--- config.mk ---
export PLATFORM = sky130hd
export DESIGN_NAME = alu_arbiter
export DESIGN_NICKNAME = d
export VERILOG_FILES = /design/src/rtl/alu_pkg.sv /design/src/rtl/alu.sv /design/src/rtl/rr_arbiter2.sv /design/src/rtl/alu_arbiter.sv
export SDC_FILE = /design/constraint.sdc
export NUM_CORES = 1
export LEC_CHECK = 0
export ABC_AREA = 1
export CAP_MARGIN = 20
export CORE_AREA = 3 3 103 105
export DETAILED_ROUTE_END_ITERATION = 6
export DIE_AREA = 0 0 106 108
export GPL_ROUTABILITY_DRIVEN = 0
export REMOVE_ABC_BUFFERS = 1
export SYNTH_ARGS = -nofsm -noshare
export SYNTH_HDL_FRONTEND = slang
export SYNTH_SLANG_ARGS = --single-unit
--- constraint.sdc ---
create_clock -name clk -period 7 [get_ports clk]
set_input_delay 1.4 -clock clk [delete_from_list [all_inputs] [get_ports clk]]
set_output_delay 1.4 -clock clk [all_outputs]
set_load 0.005 [all_outputs]
--- src/rtl/alu_pkg.sv ---
// alu_pkg: shared ALU operation, arbiter FSM state and request types.
package alu_pkg;
    localparam int ALU_W = 8;
    typedef enum logic [1:0] {
        OP_AND = 2'b00,
        OP_OR  = 2'b01,
        OP_ADD = 2'b10,
        OP_SUB = 2'b11
    } alu_op_e;
    typedef enum logic [1:0] {IDLE, LO, HI, DONE} state_e;
    typedef struct packed {
        logic [2*ALU_W-1:0] a;
        logic [2*ALU_W-1:0] b;
        alu_op_e            op;
    } req_t;
endpackage

--- src/rtl/alu.sv ---
// alu: W-bit ALU slice; ADD and SUB both add with carry-in, so SUB expects B already inverted.
module alu
    import alu_pkg::*;
#(
    parameter int W = ALU_W
) (
    input  logic [W-1:0] a_i,
    input  logic [W-1:0] b_i,
    input  logic         cin_i,
    input  alu_op_e      op_i,
    output logic [W-1:0] y_o,
    output logic         cout_o
);
    logic [W:0] sum;
    logic       arith;
    assign sum   = {1'b0, a_i} + {1'b0, b_i} + {{W{1'b0}}, cin_i};
    assign arith = (op_i == OP_ADD) || (op_i == OP_SUB);
    always_comb begin
        y_o    = (op_i == OP_AND) ? (a_i & b_i) : (op_i == OP_OR) ? (a_i | b_i) : sum[W-1:0];
        cout_o = arith & sum[W];
    end
endmodule

--- src/rtl/rr_arbiter2.sv ---
// rr_arbiter2: two-way round-robin arbiter; last-served pointer resets to 1 so requester 0 wins the first tie.
module rr_arbiter2 (
    input  logic       clk,
    input  logic       rst,
    input  logic [1:0] valid,
    input  logic       advance,
    output logic [1:0] grant
);
    logic last_q, last_d;
    assign grant[0] = valid[0] & (~valid[1] | last_q);
    assign grant[1] = valid[1] & (~valid[0] | ~last_q);
    assign last_d   = advance ? grant[1] : last_q;
    always_ff @(posedge clk) begin
        last_q <= rst ? 1'b1 : last_d;
    end
endmodule

--- src/rtl/alu_arbiter.sv ---
// alu_arbiter: two requesters share one SLICE_W-bit ALU slice; each op runs low half then high half.
// Define ALU_ARB_FLAGS_EN to add the rsp_zero / rsp_ovf result flags.
module alu_arbiter
    import alu_pkg::*;
#(
    parameter int SLICE_W = ALU_W
) (
    input  logic                 clk,
    input  logic                 rst,
    input  logic                 req0_valid,
    output logic                 req0_ready,
    input  logic [2*SLICE_W-1:0] req0_a,
    input  logic [2*SLICE_W-1:0] req0_b,
    input  logic [1:0]           req0_op,
    input  logic                 req1_valid,
    output logic                 req1_ready,
    input  logic [2*SLICE_W-1:0] req1_a,
    input  logic [2*SLICE_W-1:0] req1_b,
    input  logic [1:0]           req1_op,
    output logic                 rsp_valid,
    input  logic                 rsp_ready,
    output logic                 rsp_id,
    output logic [2*SLICE_W-1:0] rsp_result,
    output logic                 rsp_cout,
    output logic                 busy
`ifdef ALU_ARB_FLAGS_EN
    ,
    output logic                 rsp_zero,
    output logic                 rsp_ovf
`endif
);
    localparam int DW = 2 * SLICE_W;

    state_e             state_q, state_d;
    req_t               req_q, req_d;
    logic               id_q, id_d, c_q, c_d, cout_q, cout_d;
    logic [SLICE_W-1:0] lo_q, lo_d;
    logic [DW-1:0]      res_q, res_d;
    logic [1:0]         grant;
    logic               hs, hi, sub, arith, cin, sc;
    logic [DW-1:0]      b_eff;
    logic [SLICE_W-1:0] sa, sb, sy;

    rr_arbiter2 u_arb (
        .clk    (clk),
        .rst    (rst),
        .valid  ({req1_valid, req0_valid}),
        .advance(hs),
        .grant  (grant)
    );

    assign req0_ready = (state_q == IDLE) && grant[0] && !rst;
    assign req1_ready = (state_q == IDLE) && grant[1] && !rst;
    assign hs         = req0_ready | req1_ready;

    // SUB runs as A + ~B + 1; the +1 enters as the low-pass carry-in.
    assign hi    = state_q == HI;
    assign sub   = req_q.op == OP_SUB;
    assign arith = (req_q.op == OP_ADD) || sub;
    assign b_eff = sub ? ~req_q.b : req_q.b;
    assign sa    = hi ? req_q.a[DW-1:SLICE_W] : req_q.a[SLICE_W-1:0];
    assign sb    = hi ? b_eff[DW-1:SLICE_W] : b_eff[SLICE_W-1:0];
    assign cin   = hi ? c_q : sub;

    alu #(.W(SLICE_W)) u_alu (
        .a_i   (sa),
        .b_i   (sb),
        .cin_i (cin),
        .op_i  (req_q.op),
        .y_o   (sy),
        .cout_o(sc)
    );

    always_comb begin
        state_d = state_q;
        req_d   = req_q;
        id_d    = id_q;
        lo_d    = lo_q;
        c_d     = c_q;
        res_d   = res_q;
        cout_d  = cout_q;
        unique case (state_q)
            IDLE: if (hs) begin
                state_d  = LO;
                id_d     = grant[1];
                req_d.a  = grant[1] ? req1_a : req0_a;
                req_d.b  = grant[1] ? req1_b : req0_b;
                req_d.op = alu_op_e'(grant[1] ? req1_op : req0_op);
            end
            LO: begin
                state_d = HI;
                lo_d    = sy;
                c_d     = sc;
            end
            HI: begin
                state_d = DONE;
                res_d   = {sy, lo_q};
                cout_d  = sc;
            end
            DONE: state_d = rsp_ready ? IDLE : DONE;
        endcase
    end

    always_ff @(posedge clk) begin
        if (rst) begin
            state_q <= IDLE;
            req_q   <= '0;
            id_q    <= 1'b0;
            lo_q    <= '0;
            c_q     <= 1'b0;
            res_q   <= '0;
            cout_q  <= 1'b0;
        end else begin
            state_q <= state_d;
            req_q   <= req_d;
            id_q    <= id_d;
            lo_q    <= lo_d;
            c_q     <= c_d;
            res_q   <= res_d;
            cout_q  <= cout_d;
        end
    end

    assign rsp_valid  = state_q == DONE;
    assign rsp_id     = id_q;
    assign rsp_result = res_q;
    assign rsp_cout   = cout_q;
    assign busy       = state_q != IDLE;

`ifdef ALU_ARB_FLAGS_EN
    logic zero_q, zero_d, ovf_q, ovf_d;
    // Signed overflow: operands (with B already inverted for SUB) agree in sign, sum does not.
    always_comb begin
        zero_d = hi ? ({sy, lo_q} == '0) : zero_q;
        ovf_d  = hi ? (arith && (sa[SLICE_W-1] == sb[SLICE_W-1]) && (sy[SLICE_W-1] != sa[SLICE_W-1])) : ovf_q;
    end
    always_ff @(posedge clk) begin
        zero_q <= rst ? 1'b0 : zero_d;
        ovf_q  <= rst ? 1'b0 : ovf_d;
    end
    assign rsp_zero = zero_q;
    assign rsp_ovf  = ovf_q;
`endif
endmodule

==> results by group, run 1 <==
Run status
  • Status: finished, final reports clean

Drt
  • Iteration-0 DRC Markers: approximately 130
  • Post-Route WL: around 9000 µm
  • 1st-pass router iterations: 5
  • Drc violations: 0
  • ANT nets after route: 0
  • Vias per inst: around 4.9
  • DR WL/cell: 12.3 µm
  • Via count: roughly 3,500

Place
  • Port Buffers: between 90 and 100
  • Pre-CTS setup slack: about 1700 ps
  • Hpwl dp: about 6300 µm
  • Cells after DPL: 711

Synth
  • Yosys Warn Count: 0
  • Mapped Area: 3670 µm²
  • Seq cells post-synth: 64
  • Syn Area/Cell: 7.18 µm²
  • Syn Inst Count: about 510
  • Area leader, netlist: dfxtp_1
  • Post-synthesis sequential area ratio: a little over a third
  • Cell variety after synth: 27
  • Top-area cell type share of the netlist area: 34.9%
  • Area contributors post-synth: dfxtp_1, nand3_1, nand2_1

Worst setup path
  • CP cell instances: clkdlybuf4s50_1, nand2_2, nand2_2, nor2_2, clkdlybuf4s50_1
  • Critical Path Start Type: input pin
  • WP data arrival: about 3800 ps
  • Max incr delay on CP: a little under 600 ps
  • Worst-path fanout max: 35
  • Worst R2R End: rsp_result[12]
  • WP data required: roughly 5600 ps
  • Flop-to-flop setup slack: 3640 ps
  • Worst reg2reg path depth: 16
  • Reg2reg start: state_q[1]
  • CP Launch Point: req0_valid
  • Worst setup EP type: primary output
  • Setup Crit Path Kind: in -> out
  • Worst path slowest cell: nand2_2

Finish
  • Area growth, synth to finish: 32.3%
  • Final cell count without fillers: slightly above 700
  • Nets: 680
  • Share of cells above drive strength 1: just over 6%
  • Ant. Diodes: 0
  • Area occupied by multi-input gates: around 2000 µm²
  • FILL cells: 973
  • Storage element area: roughly 1300 µm²

Timing
  • RSZ-0062 raised after global routing: false
  • Fmax: between 150 and 200 MHz
  • Worst Tran Pin Value: slightly below 900 ps
  • Final number of max-transition violations: 0
  • Final setup violation count: 0
  • Worst Skew: slightly below 10 ps
  • Worst rel slew slack: a little over two fifths
  • Final period utilization: roughly three quarters
  • Final hold viol count: 0
  • Final worst slack: about 1800 ps
  • Setup_tns: 0 ps
  • Tmin final: roughly 5200 ps

CTS
  • Post-CTS Resized: 0
  • Setup bufs post-CTS: 0
  • Worst-path clk slew: 70 ps
  • CTS Hold Bufs: 0
  • H-tree depth: 3
  • CTS buffer count: 9
  • Clock Root Buffer: clkbuf_8
  • Clk_lat worst skew: around 340 ps
  • Number of clock sinks: 64
  • Buffers from clock root to sink, at most: 2
  • CTS tree: yes

Floorplan
  • Die Span Y: 108 µm
  • Core area: 9730 µm²
  • Die W: 106 µm
  • I/O pin cnt: between 90 and 100
  • Total Die Area: 11,400 µm²
  • Initial Utilization: between 30% and 40%
  • FP Rows: 36

Global route
  • Met3 usage: under 10%
  • Global route total overflow: 0
  • First-pass GRT wire length: 15,200 µm
  • Global Route Usage Sum: between 15 and 20%
  • GR Layer Usage met1: around 20%
  • Largest net degree at the start of global routing: 53
  • Vias in the first global route: between 3,000 and 4,000
  • Initial antenna violation count: 0
  • GRT busiest layer: met2
  • Grt met2 use: approximately 27%

Hold path
  • Worst min-delay path class: reg -> reg
  • Hold path depth: 2
  • Hold Path Origin: lo_q[5]
  • Worst Hold Endpoint: rsp_result[5]

Power
  • Worst VDD drop: 0.0915 mV
  • Leakage Power: roughly 0.0024 µW
  • PwrDens: slightly below 300 nW/µm²

Job
  • # Max-Cap Violations: 0
sequential cells by signal, indices dropped and copies added (netlist names):
register      count
req_q            34
rsp_result       16
lo_q              8
state_q           2
c_q               1
rsp_cout          1
rsp_id            1
u_arb.last_q      1
kinds of logic (layout without fill, tap and decap cells):
family / count (synthesis) / after routing / synth area share [%]
DFF: 64 / 64 / 34.9
AOI/OAI and AO/OA: 94 / 94 / 17.9
and+or+nand+nor: 238 / 238 / 28.5
buffers and inverters: 89 / 172 / 10.2
xor gates and xnor gates: 8 / 8 / 1.91
adders and majority gates: 18 / 18 / 6.55
per-layer routing:
| layer | vias up | part of all wire [%] |
|---|---|---|
| li1 | 1851 | - |
| met1 | 1578 | 46 |
| met2 | 95 | 47 |
| met3 | 17 | 4.5 |
| met4 | 0 | 2.2 |
| met5 | - | 0 |
final cells by class:
cell class / count / share of cell area (%)
clock buffers: 13 / 3.28
clock inverters: 3 / 0.825
inverters: 59 / 4.57
multi-input cells: 358 / 41.6
flip-flops and latches: 64 / 26.4
well taps: 133 / 3.43
repair buffers: 97 / 19.9
synthesized netlist by cell type (all sizes together):
| library cell | count |
|---|---|
| nand2 | 112 |
| nor3 | 1 |
| o21ai | 34 |
| a31oi | 2 |
| o221ai | 1 |
| or2 | 9 |
| nor2 | 32 |
| fa | 2 |
| ha | 16 |
| dfxtp | 64 |
| inv | 59 |
| a221oi | 2 |
| clkbuf | 17 |
| xor2 | 8 |
| o211a | 33 |
| o22ai | 7 |
| a21oi | 15 |
| nand3 | 83 |
| buf | 13 |
| nand4 | 1 |
critical path, delay by kind of cell:
family,cells,cell delay [ps]
simple gates,3,1430
buf+inv,2,980
cells in the final DEF (no fill, tap or decap):
cell type	n
a21oi_1	15
a221oi_1	2
a31oi_1	2
buf_4	3
bufinv_16	1
clkbuf_1	2
clkbuf_8	11
clkdlybuf4s50_1	94
clkinv_2	2
dfxtp_1	64
fa_1	2
ha_1	16
inv_1	55
inv_2	4
nand2_1	109
nand2_2	3
nand3_1	83
nand4_1	1
nor2_1	28
nor2_2	2
nor2_4	2
nor3_1	1
o211a_1	33
o21ai_0	24
o21ai_1	10
o221ai_1	1
o22ai_1	7
or2_2	9
xor2_1	8
worst max-delay path by stage:
stage,end,slack (ps),cells past startpoint
final,req1_ready,1760,5
after floorplan,rsp_result[12],2920,15
after detailed placement,req1_ready,1690,5
after global routing,req1_ready,1560,5
after global placement,req1_ready,1840,5
after CTS,req1_ready,1690,5
per-stage QoR:
stage / utilization, % / area, µm² / power [µW] / hold slack (ps)
after floorplan: - / 3510 / 871 / 427
after global routing: 49.9 / 4850 / 1520 / 480
final: 49.9 / 4850 / 1400 / 455
after global placement: 47.8 / 4650 / 1070 / 442
after CTS: 49.9 / 4850 / 1410 / 454
after detailed placement: 47.8 / 4650 / 1090 / 444
power breakdown:
group	leakage (µW)	switching [µW]	internal, µW	total, µW
Sequential	0.000525	43.8	441	484
Clock	0.000103	136	183	320
Combinational	0.00180	335	262	596
Total	0.00242	515	885	1400
Power figures use the tool's default switching activity.
==> run 2, diff against run 1 <==
--- a/config.mk
+++ b/config.mk
@@ -11,6 +11,7 @@
 export DETAILED_ROUTE_END_ITERATION = 6
 export DIE_AREA = 0 0 106 108
 export GPL_ROUTABILITY_DRIVEN = 0
+export PLACE_DENSITY = 0.66
 export REMOVE_ABC_BUFFERS = 1
 export SYNTH_ARGS = -nofsm -noshare
 export SYNTH_HDL_FRONTEND = slang
==> constraint.sdc (replaced) <==
create_clock -name clk -period 4.4 [get_ports clk]
set_input_delay 0.88 -clock clk [delete_from_list [all_inputs] [get_ports clk]]
set_output_delay 0.88 -clock clk [all_outputs]
set_load 0.005 [all_outputs]
==> results by group, run 2 (synthesized netlist as in run 1, its figures left out) <==
Finish
  • Most frequent cells in the layout: nand2_1, clkdlybuf4s50_1, nand3_1
  • Most common cell after layout, fill and taps aside: nand2_1
  • Share of cells above drive strength 1: 6.69% (+0.46 points)
  • Top reg by flops: req_q
  • Max reg flops: 34 (unchanged)
  • Ant. Diodes: 0 (unchanged)
  • Final cell count without fillers: 731 (+0.55%)
  • Area growth, synth to finish: 33.4%
  • Nets: 684 (+0.59%)

Floorplan
  • Initial Utilization: 37.7% (unchanged)
  • FP Rows: 36 (unchanged)
  • Die Span Y: 108 µm (unchanged)
  • Die W: 106 µm (unchanged)
  • I/O pin cnt: 95 (unchanged)
  • Total Die Area: 11,400 µm² (unchanged)
  • Core area: 9730 µm² (unchanged)

Timing
  • Worst hold slack: 457 ps (+1.70 ps)
  • Worst Tran Pin Value: 785 ps (-79.9 ps)
  • Final number of max-transition violations: 0 (unchanged)
  • Tmin final: 3260 ps
  • RSZ-0062 raised after global routing: false
  • Fmax: just over 300 MHz
  • Final period utilization: between 70% and 80%
  • Final worst slack: 1140 ps (-623 ps)
  • Setup_tns: 0 ps (unchanged)
  • Worst Skew: 11.2 ps (+1.24 ps)
  • Final setup violation count: 0 (unchanged)
  • Worst rel slew slack: 47.6% (+5.3 points)
  • Final hold viol count: 0 (unchanged)

Drt
  • Post-Route WL: 9160 µm (+2.3%)
  • Via count: 3,581 (+1.1%)
  • DR WL/cell: 12.5 µm (+1.8%)
  • Vias per inst: 4.90 (+0.58%)
  • ANT nets after route: 0 (unchanged)
  • 1st-pass router iterations: 7 (+2)
  • Iteration-0 DRC Markers: 135 (+0.75%)
  • Drc violations: 0 (unchanged)

CTS
  • H-tree depth: 3 (unchanged)
  • Clock Root Buffer: clkbuf_8
  • Clk_lat worst skew: 340 ps (about the same)
  • Setup bufs post-CTS: 0 (unchanged)
  • CTS Hold Bufs: 0 (unchanged)
  • CTS buffer count: 9 (unchanged)
  • Number of clock sinks: 64 (unchanged)
  • Buffers from clock root to sink, at most: 2 (unchanged)
  • Post-CTS Resized: 0 (unchanged)
  • Worst-path clk slew: 70 ps (about the same)
  • CTS tree: yes

Worst setup path
  • Worst setup EP type: primary output
  • Worst R2R End: lo_q[1]
  • WP data required: 3520 ps (-2080 ps)
  • WP data arrival: 2380 ps (-1460 ps)
  • Flop-to-flop setup slack: 1230 ps (-2410 ps)
  • Reg2reg start: state_q[1]
  • Critical Path Start Type: input pin
  • Worst reg2reg path depth: 11 (-5)
  • Worst-path fanout max: 7 (-80%)
  • Critical Path End: req0_ready
  • CP Launch Point: rst
  • Setup Crit Path Kind: in -> out

Power
  • Pwr Total: 2270 µW (+62%)
  • PwrDens: 465 nW/µm² (+61%)
  • Worst VDD drop: 0.199 mV (+120%)
  • Leakage Power: 0.00245 µW (+0.94%)

Run status
  • Status: finished, final reports clean

Place
  • Hpwl dp: 6620 µm (+4.7%)
  • Cells after DPL: 715 (+0.56%)
  • Pre-CTS setup slack: 1150 ps (-544 ps)
  • Port Buffers: 94 (unchanged)

Job
  • # Max-Cap Violations: 0 (unchanged)

Global route
  • Largest net degree at the start of global routing: 52 (-1.9%)
  • Global route total overflow: 0 (unchanged)
  • Initial antenna violation count: 0 (unchanged)
  • First-pass GRT wire length: 15,300 µm (about the same)
  • Global Route Usage Sum: 16.2% (+0.15 points)
  • Vias in the first global route: 3,386 (-2.6%)

Hold path
  • Worst min-delay path class: reg -> reg
  • Hold Path Origin: lo_q[1]
[run 2: how the worst min path moves through the flow]
stage | to | slack (ps) | cells past startpoint
after floorplan | lo_q[6] | 430 | 2
after global placement | lo_q[7] | 440 | 2
after detailed placement | lo_q[7] | 440 | 2
after CTS | rsp_result[5] | 460 | 2
after global routing | rsp_result[5] | 470 | 2
final | rsp_result[1] | 460 | 2
[run 2: area by class of cell]
class | count | area (µm²)
well taps | 133 | 166
fillers | 982 | 4840
repair buffers | 101 | 993
inverters | 59 | 221
clock inverters | 3 | 65.1
flip-flops and latches | 64 | 1280
clock buffers | 13 | 149
multi-input cells | 358 | 2010
[run 2: per-stage QoR]
stage,utilization [%],cell area (µm²)
2_1_floorplan,-,3510
3_3_place_gp,48.1,4680
3_5_place_dp,48.1,4680
4_1_cts,50.3,4890
5_1_grt,50.3,4890
6_report,50.3,4890
[run 2: worst max-delay path, cell delays in order]
cell	delay, ps
clkdlybuf4s50_1	550
inv_2	140
nand2_2	80
nor2_2	200
clkdlybuf4s50_1	540
[run 2: power by group]
part,internal [µW],switching (µW),total (µW)
clock network,335,217,551
registers,701,70.2,771
logic,420,529,949
total,1460,816,2270
[run 2: routing by layer]
metal	global-route usage, %	wire length [µm]
met5	0	0
met3	3.28	431
met1	20.3	4200
met4	5.46	102
met2	28.0	4430
==> run 3, diff against run 2 <==
--- a/config.mk
+++ b/config.mk
@@ -11,7 +11,6 @@
 export DETAILED_ROUTE_END_ITERATION = 6
 export DIE_AREA = 0 0 106 108
 export GPL_ROUTABILITY_DRIVEN = 0
-export PLACE_DENSITY = 0.66
 export REMOVE_ABC_BUFFERS = 1
 export SYNTH_ARGS = -nofsm -noshare
 export SYNTH_HDL_FRONTEND = slang
==> constraint.sdc (replaced) <==
create_clock -name clk -period 3.4 [get_ports clk]
set_input_delay 0.68 -clock clk [delete_from_list [all_inputs] [get_ports clk]]
set_output_delay 0.68 -clock clk [all_outputs]
set_load 0.005 [all_outputs]
==> results by group, run 3 (synthesized netlist as in run 1, its figures left out) <==
Run status
  • Status: finished, final reports clean

Place
  • Port Buffers: 94 (unchanged)
  • Hpwl dp: 6730 µm (+1.6%)
  • Dpl cell area: 4700 µm² (+0.53%)

Worst setup path
  • Setup Crit Path Kind: reg -> reg
  • Critical Path Start Type: flip-flop
  • WP data arrival: 3240 ps (+860 ps)
  • WP data required: 3700 ps (+180 ps)
  • Worst-path fanout max: 17 (+10)
  • Worst setup EP type: flip-flop

Timing
  • Setup_tns: 0 ps (unchanged)
  • Worst Tran Pin Value: 507 ps (-279 ps)
  • Worst Skew: 8.31 ps (-2.84 ps)
  • Final number of max-transition violations: 0 (unchanged)
  • Final period utilization: 86.6%
  • Final hold viol count: 0 (unchanged)
  • Tmin final: just under 3000 ps
  • Worst rel slew slack: 66.2% (+19 points)
  • Fmax: roughly 340 MHz
  • RSZ-0062 raised after global routing: false
  • Final setup violation count: 0 (unchanged)

Finish
  • Nets: 685 (+0.15%)
  • Max reg flops: 34 (unchanged)
  • Final Instance Area: 4890 µm² (about the same)
  • Most frequent cells in the layout: nand2_1, clkdlybuf4s50_1, nand3_1
  • Most common cell after layout, fill and taps aside: nand2_1
  • Top reg by flops: req_q
  • FILL cells: 1,011 (+3.0%)
  • Ant. Diodes: 0 (unchanged)
  • Storage element area: 1280 µm² (unchanged)
  • Area growth, synth to finish: 33.5% (about the same)
  • Share of cells above drive strength 1: 7.35% (+0.66 points)
  • Area occupied by multi-input gates: 2020 µm² (+0.25%)

Global route
  • Global Route Usage Sum: 16.6% (+0.43 points)
  • Vias in the first global route: 3,411 (+0.74%)
  • Largest net degree at the start of global routing: 65 (+25%)
  • Global route total overflow: 0 (unchanged)
  • First-pass GRT wire length: 15,700 µm (+3.1%)
  • Initial antenna violation count: 0 (unchanged)
  • Grt met2 use: 27.5% (-0.46 points)
  • Met3 usage: 2.63% (-0.66 points)
  • GRT busiest layer: met2
  • GR Layer Usage met1: 21.9% (+1.6 points)

CTS
  • CTS tree: yes
  • H-tree depth: 3 (unchanged)
  • Clk_lat worst skew: 350 ps (about the same)
  • Number of clock sinks: 64 (unchanged)
  • Setup bufs post-CTS: 0 (unchanged)
  • Post-CTS Resized: 0 (unchanged)
  • Buffers from clock root to sink, at most: 2 (unchanged)
  • Clock Root Buffer: clkbuf_8
  • CTS buffer count: 9 (unchanged)
  • CTS Hold Bufs: 0 (unchanged)
  • Worst-path clk slew: 70 ps (about the same)

Floorplan
  • Die Span Y: 108 µm (unchanged)
  • Total Die Area: 11,400 µm² (unchanged)
  • Core area: 9730 µm² (unchanged)
  • Die W: 106 µm (unchanged)
  • I/O pin cnt: 95 (unchanged)
  • Initial Utilization: 37.7% (unchanged)
  • FP Rows: 36 (unchanged)

Power
  • PwrDens: 586 nW/µm² (+26%)
  • Leakage Power: 0.00244 µW (-0.39%)
  • Worst VDD drop: 0.182 mV (-8.5%)

Job
  • # Max-Cap Violations: 0 (unchanged)

Drt
  • DR WL/cell: 12.3 µm (-2.0%)
  • Drc violations: 0 (unchanged)
  • Iteration-0 DRC Markers: 108 (-20%)
  • 1st-pass router iterations: 4 (-3)
  • Vias per inst: 4.88 (-0.33%)
  • Via count: 3,574 (-0.20%)
  • Post-Route WL: 8990 µm (-1.9%)
  • ANT nets after route: 0 (unchanged)

Hold path
  • Worst min-delay path class: reg -> reg
==> run 3: where the power goes <==
group | switching, µW | internal, µW | leakage, µW
clock | 298 | 323 | 0.0000906
combinational | 690 | 556 | 0.00182
sequential | 94.4 | 907 | 0.000525
total | 1080 | 1790 | 0.00244
==> run 3: worst paths after layout <==
kind                                 start              to  slack, ps  cells past startpoint
worst max-delay path            state_q[1]  rsp_result[12]        450                     16
worst min-delay path               lo_q[6]         lo_q[6]        450                      2
worst min register to register     lo_q[6]         lo_q[6]        450                      2
worst max register to register  state_q[1]  rsp_result[12]        450                     16
==> run 3: area by class of cell <==
class	instances	share of cell area, %
Clock buffer	12	3.37
Clock inverter	4	0.562
Inverter	59	4.52
Multi-Input combinational cell	358	41.3
Sequential cell	64	26.2
Tap cell	133	3.40
Timing Repair Buffer	102	20.7
==> run 3: per-layer routing <==
metal,up-vias,routed length [µm]
met1,1617,4240
met2,85,4230
li1,1861,-
met5,-,0
met3,11,380
met4,0,136
==> run 3: critical path, stage by stage, from the launching register on <==
cell,delay (ps)
dfxtp_1,390
inv_1,90
nor2_4,300
inv_2,160
nand2_1,90
nand2_1,60
xor2_1,190
inv_1,110
fa_1,440
fa_1,430
a21oi_1,250
nor2_1,70
nor2_1,90
nand2_1,70
nand3_1,70
nand2_1,50
inv_1,40
==> run 3: stage by stage <==
stage	total power [µW]	util [%]	std cells	worst slack, ps	hold slack [ps]
after floorplan	1790	-	481	-682	427
after global placement	2240	48.3	716	518	441
after detailed placement	2270	48.3	716	477	441
after CTS	2890	50.3	732	468	458
after global routing	3120	50.3	732	48.4	478
final	2870	50.3	732	455	454
